--- config.mk ---
export PLATFORM = sky130hd
export DESIGN_NAME = image_streamer
export DESIGN_NICKNAME = d
export VERILOG_FILES = /design/src/rtl/cnn_stream_pkg.sv /design/src/rtl/raster_counter.sv /design/src/rtl/image_streamer.sv
export SDC_FILE = /design/constraint.sdc
export NUM_CORES = 1
export LEC_CHECK = 0
export CAP_MARGIN = 20
export CORE_ASPECT_RATIO = 0.5
export CORE_MARGIN = 10
export CORE_UTILIZATION = 40
export CTS_CLUSTER_SIZE = 12
export DETAILED_ROUTE_END_ITERATION = 16
export GPL_TIMING_DRIVEN = 1
export HOLD_SLACK_MARGIN = 0.1
export PLACE_DENSITY = 0.64
export SYNTH_ARGS = -nofsm -noshare
export SYNTH_HDL_FRONTEND = slang
export SYNTH_HIERARCHICAL = 1
export SYNTH_SLANG_ARGS = --single-unit
export TNS_END_PERCENT = 20
--- constraint.sdc ---
create_clock -name clk -period 2.2 [get_ports clk]
set_input_delay 0.66 -clock clk [delete_from_list [all_inputs] [get_ports clk]]
set_output_delay 0.66 -clock clk [all_outputs]
set_load 0.05 [all_outputs]
--- src/rtl/cnn_stream_pkg.sv ---
// ============================================================================
// Module : cnn_stream_pkg
// Brief  : Shared types and helpers for the CNN pixel-stream blocks.
// Rev    : 1.0 - initial release
// ============================================================================
`default_nettype none

package cnn_stream_pkg;

  typedef enum logic [1:0] {
    IDLE   = 2'd0,
    STREAM = 2'd1,
    DONE   = 2'd2
  } streamer_state_t;

  // Side length of the streamed frame including the zero border.
  function automatic int frame_width(input int image_width, input int padding);
    return image_width + 2 * padding;
  endfunction

endpackage

`default_nettype wire

--- src/rtl/raster_counter.sv ---
// ============================================================================
// Module : raster_counter
// Brief  : Row-major (row,col) position counter over a Width x Width frame.
// Rev    : 1.0 - initial release
// ============================================================================
`default_nettype none

module raster_counter #(
  parameter  int Width = 4,
  localparam int CW    = (Width > 1) ? $clog2(Width) : 1
) (
  input  logic          clk,
  input  logic          res_n,
  input  logic          clear,
  input  logic          advance,
  output logic [CW-1:0] row,
  output logic [CW-1:0] col,
  output logic          last
);

  logic [CW-1:0] row_q, row_d;
  logic [CW-1:0] col_q, col_d;
  logic          col_end;
  logic          row_end;

  assign col_end = (col_q == CW'(Width - 1));
  assign row_end = (row_q == CW'(Width - 1));

  always_comb begin
    row_d = row_q;
    col_d = col_q;
    if (clear) begin
      row_d = '0;
      col_d = '0;
    end else if (advance) begin
      if (col_end) begin
        col_d = '0;
        // Advancing past the final pixel wraps back to the frame origin.
        row_d = row_end ? '0 : row_q + 1'b1;
      end else begin
        col_d = col_q + 1'b1;
      end
    end
  end

  always_ff @(posedge clk) begin
    if (res_n) begin
      row_q <= '0;
      col_q <= '0;
    end else begin
      row_q <= row_d;
      col_q <= col_d;
    end
  end

  assign row  = row_q;
  assign col  = col_q;
  assign last = row_end & col_end;

endmodule

`default_nettype wire

--- src/rtl/image_streamer.sv ---
// ============================================================================
// Module : image_streamer
// Brief  : Stores an ImageWidth^2 image and streams it, optionally zero-padded,
//          over a valid/ready pixel interface with a registered output.
// Rev    : 1.0 - initial release
// ============================================================================
`default_nettype none

module image_streamer
  import cnn_stream_pkg::*;
#(
  parameter  int BitSize    = 4,
  parameter  int ImageWidth = 4,
  parameter  int Padding    = 0,
  localparam int AW         = $clog2(ImageWidth * ImageWidth),
  localparam int FW         = frame_width(ImageWidth, Padding),
  localparam int CW         = $clog2(FW)
) (
  input  logic               clk,
  input  logic               res_n,
  input  logic               wr_en,
  input  logic [AW-1:0]      wr_addr,
  input  logic [BitSize-1:0] wr_data,
  input  logic               start,
  input  logic               in_ready,
  output logic               out_valid,
  output logic [BitSize-1:0] out_data,
  output logic               busy,
  output logic               frame_done
);

  streamer_state_t    state_q, state_d;
  logic               out_valid_q, out_valid_d;
  logic [BitSize-1:0] out_data_q, out_data_d;
  logic [BitSize-1:0] mem_q [ImageWidth*ImageWidth];

  logic               xfer;
  logic               wr_go;
  logic               cnt_clear;
  logic               cnt_advance;
  logic [CW-1:0]      row;
  logic [CW-1:0]      col;
  logic               last;
  logic [CW-1:0]      fetch_row;
  logic [CW-1:0]      fetch_col;
  logic [AW-1:0]      fetch_idx;
  logic               fetch_in_img;
  logic [BitSize-1:0] fetch_pixel;
  int                 img_r;
  int                 img_c;

  assign xfer  = out_valid_q & in_ready;
  assign wr_go = (state_q == IDLE) & wr_en &
                 ({1'b0, wr_addr} < (AW+1)'(ImageWidth * ImageWidth));

  always_ff @(posedge clk) begin
    if (wr_go) begin
      mem_q[wr_addr] <= wr_data;
    end
  end

  raster_counter #(
    .Width (FW)
  ) u_raster_counter (
    .clk     (clk),
    .res_n   (res_n),
    .clear   (cnt_clear),
    .advance (cnt_advance),
    .row     (row),
    .col     (col),
    .last    (last)
  );

  // Fetch address: frame origin when launching, otherwise the pixel after (row,col).
  always_comb begin
    fetch_row = '0;
    fetch_col = '0;
    if (state_q != IDLE) begin
      if (col == CW'(FW - 1)) begin
        fetch_row = row + 1'b1;
        fetch_col = '0;
      end else begin
        fetch_row = row;
        fetch_col = col + 1'b1;
      end
    end
  end

  always_comb begin
    img_r        = int'(fetch_row) - Padding;
    img_c        = int'(fetch_col) - Padding;
    fetch_in_img = (img_r >= 0) && (img_r < ImageWidth) &&
                   (img_c >= 0) && (img_c < ImageWidth);
    fetch_idx    = fetch_in_img ? AW'(img_r * ImageWidth + img_c) : '0;
    fetch_pixel  = fetch_in_img ? mem_q[fetch_idx] : '0;
    // A write landing in the launch cycle must be visible in the first pixel.
    if (fetch_in_img && wr_go && (wr_addr == fetch_idx)) begin
      fetch_pixel = wr_data;
    end
  end

  always_comb begin
    state_d     = state_q;
    out_valid_d = out_valid_q;
    out_data_d  = out_data_q;
    cnt_clear   = 1'b0;
    cnt_advance = 1'b0;
    case (state_q)
      IDLE: begin
        if (start) begin
          state_d     = STREAM;
          out_valid_d = 1'b1;
          out_data_d  = fetch_pixel;
          cnt_clear   = 1'b1;
        end
      end
      STREAM: begin
        if (xfer) begin
          cnt_advance = 1'b1;
          if (last) begin
            state_d     = DONE;
            out_valid_d = 1'b0;
          end else begin
            out_data_d  = fetch_pixel;
          end
        end
      end
      DONE:    state_d = IDLE;
      default: state_d = IDLE;
    endcase
  end

  always_ff @(posedge clk) begin
    if (res_n) begin
      state_q     <= IDLE;
      out_valid_q <= 1'b0;
      out_data_q  <= '0;
    end else begin
      state_q     <= state_d;
      out_valid_q <= out_valid_d;
      out_data_q  <= out_data_d;
    end
  end

  assign out_valid  = out_valid_q;
  assign out_data   = out_data_q;
  assign busy       = (state_q != IDLE);
  assign frame_done = (state_q == DONE);

endmodule

`default_nettype wire

==> metrics.yaml <==
timing:
  fin_crit_sh_pct: 97.6
  slew_headroom_pct: 61.1
  whs_ns: 0.505
  worst_slack_ns: 0.0525
  grt_setup_unrepaired: "no"
  tightest_slew_ns: 0.582
  setup_violations: 0
  hold_violations: 0
  slew_viol_final: 0
  fin_worst_skew_ns: 0.00374
  post-route-min-period_ns: 2.15
  finalSetupTns_ns: 0
  clock.fmax_ghz: 0.466
detailed_routing:
  drt_iter0_markers: 216
  drt_pass1_iterations: 4
  vias: 2488
  wl_per_cell_um: 19.7
  drt_drc_violations_left: 0
  totalWireLength_um: 8850
  antenna_left: 0
  via_per_inst: 5.53
clock_network:
  numCtsBuffers: 9
  holdBufCountCts: 0
  clock_latency_ns: 0.33
  cts.htree.levels: 3
  cts.sinks: 75
  cts_tree: "done"
  clk_pin_slew_ns: 0.06
  clock_path_buffers: 2
  cts.root.buffer_cell: "clkbuf_16"
synth:
  syn_area_per_cell_um2: 12.7
  ys.flop_type: "edfxtp_1"
  yosysSeqAreaShare_pct: 64.6
  synthDistinctLibCells: 55
  synth_async_sr_flop_share_pct: 0
  yosys_warnings: 6
  synth_cells: 262
  yosysTopAreaCellShare_pct: 58.0
  synthesis.area_um2: 3320
  yosys-top-cells-area: "edfxtp_1 58%, dfxtp_1 6.6%, nor2_1 3.8%"
  synth_nets: 278
  synth-edff-count: 64
  ys_ff_latch: 75
  synth_area_leader_cell: "edfxtp_1"
global_route:
  antenna_found_initial: 0
  grt_max_degree: 17
  grt_usage_pct: 14.5
  grt_pass1_wl_um: 14000
  grt_pass1_vias: 2504
  overflow: 0
worst_setup_path:
  critPathRequiredTime_ns: 1.54
  rr_worst_depth: 9
  end_kind: "primary output"
  arrival_ns: 1.49
  critical_path_class: "reg2out"
  critical_path.max_stage_delay_ns: 0.81
  crit_path_start_kind: "register"
  path_buf_inv: 1
  critPathMaxFanout: 2
  cp_cell_sequence: "clkdlybuf4s50_1"
  path_delay_family: "buffers and inverters"
  cp_slowest_cell: "clkdlybuf4s50_1"
  cp_num_cells: 1
floorplan:
  rows: 23
  die_y_um: 84.4
  die_w_um: 149
  initial_core_util_pct: 41.3
  core-area_um2: 8030
  fp.dieArea_um2: 12600
  io_pins: 20
power_and_ir_drop:
  swShare_pct: 22.9
  pwr-share-seq_pct: 47.5
  powerDensity_nw_per_um2: 767
  net-switching-power_uw: 761
  p_clk_share_pct: 44.1
  cellLeakagePower_uw: 0.00154
  p_comb_share_pct: 8.4
  ir_drop_uv: 383
  internal_power_uw: 2560
finish:
  post-route-util_pct: 54.0
  n_antenna_cell: 0
  area_growth_pct: 30.7
  drive_above_1_share_pct: 26.6
  final.fill_count: 669
  fin_nets: 349
worst_hold_path:
  hold_depth: 2
  min_path_type: "reg2reg"
outcome:
  status: "complete, no violations"
placement:
  hpwl_um: 6390
  place_ws_ns: -0.486
  io_buffers: 19
  routabilityCongestion: 0.886
run:
  cap_viol_max_count: 0
==> path summary, 6_finish.rpt <==
kind                                 from          end  slack (ns)
hold / removal                  out_valid    out_valid        0.51
setup / recovery              out_data[1]  out_data[1]        0.05
hold reg to reg                 out_valid    out_valid        0.51
setup reg to reg  u_raster_counter/col[1]  out_data[3]        0.10
==> layout make-up <==
class	count	area (um^2)	share of cell area, %
Multi-Input combinational cell	176	1160	26.9
Inverter	2	7.51	0.173
Timing Repair Buffer	69	577	13.3
Clock inverter	7	76.3	1.76
Clock buffer	9	225	5.20
Sequential cell	75	2140	49.4
Tap cell	112	140	3.23
==> sequential cells by signal, summed over array words and instances, names as in the netlist <==
signal and flops:
state_q 2, out_data 4, u_raster_counter/row 2, u_raster_counter/col 2, mem_q 64, out_valid 1
==> kinds of logic (layout without fill, tap and decap cells) <==
group                      after synthesis  in the layout  synth area share [%]
buffers and inverters                   11             87                  1.47
DFF                                     75             75                  64.6
muxes                                    9              9                  3.13
and+or+nand+nor                         96             96                  14.5
xor gates and xnor gates                 1              1                 0.264
adders and majority gates                3              3                  1.13
AOI/OAI and AO/OA                       67             67                  14.9
==> per-layer routing <==
layer	global-route usage, %	wire length [um]	vias up
met4	5.85	106	0
li1	-	-	1169
met5	0	0	-
met2	22.1	4100	92
met3	4.55	719	8
met1	18.9	3920	1219
==> timing repair <==
item	CTS	global route
buffers inserted	4	0
setup endpoints to repair	20	4
resized for setup	3	12
pin swaps	5	2
==> metrics by stage <==
step                total power [uW]  std cells  cell area (um^2)
finish                          3320        450              4330
global route                    3440        450              4330
CTS                             3340        450              4290
detailed placement              1880        430              3960
global placement                1870        430              3960
floorplan                       1740        262              3320
==> placed cells by master (no fill, tap or decap), drive strengths merged, types with 2 or more instances in the layout <==
master,instances
a211oi,5
a21bo,2
a21oi,14
a221oi,2
a2bb2oi,2
a31oi,2
a41o,2
and2,2
buf,53
clkbuf,9
clkdlybuf4s50,15
clkinv,3
dfxtp,11
edfxtp,64
ha,3
inv,4
mux2i,7
nand2,18
nand2b,5
nand3,9
nor2,34
nor2b,6
nor3,11
o211ai,5
o21ai,7
o21ba,2
o21bai,2
o221ai,8
o22a,3
o311ai,2
or2,2
or3,2
or3b,2
==> Yosys cell counts, drive strengths merged (2+ instances only) <==
cell type / instances
o211ai: 5
a221oi: 2
nor3: 11
mux2i: 7
clkbuf: 3
a211oi: 5
and2: 2
a21bo: 2
inv: 2
or2: 2
a21oi: 14
dfxtp: 11
buf: 6
nor2: 34
o21bai: 2
nand3: 9
ha: 3
o21ai: 7
o21ba: 2
o22a: 3
or3: 2
o311ai: 2
o221ai: 8
a2bb2oi: 2
nand2b: 5
nor2b: 6
or3b: 2
edfxtp: 64
a41o: 2
nand2: 18
a31oi: 2
==> power groups by stage <==
stage	registers [uW]	logic [uW]	clock network, uW
floorplan	1630	107	0
global route	1580	302	1560
CTS	1580	274	1490
detailed placement	1610	270	0
finish	1580	280	1470
global placement	1610	265	0
Note: power is estimated with default switching activity, not from simulation.
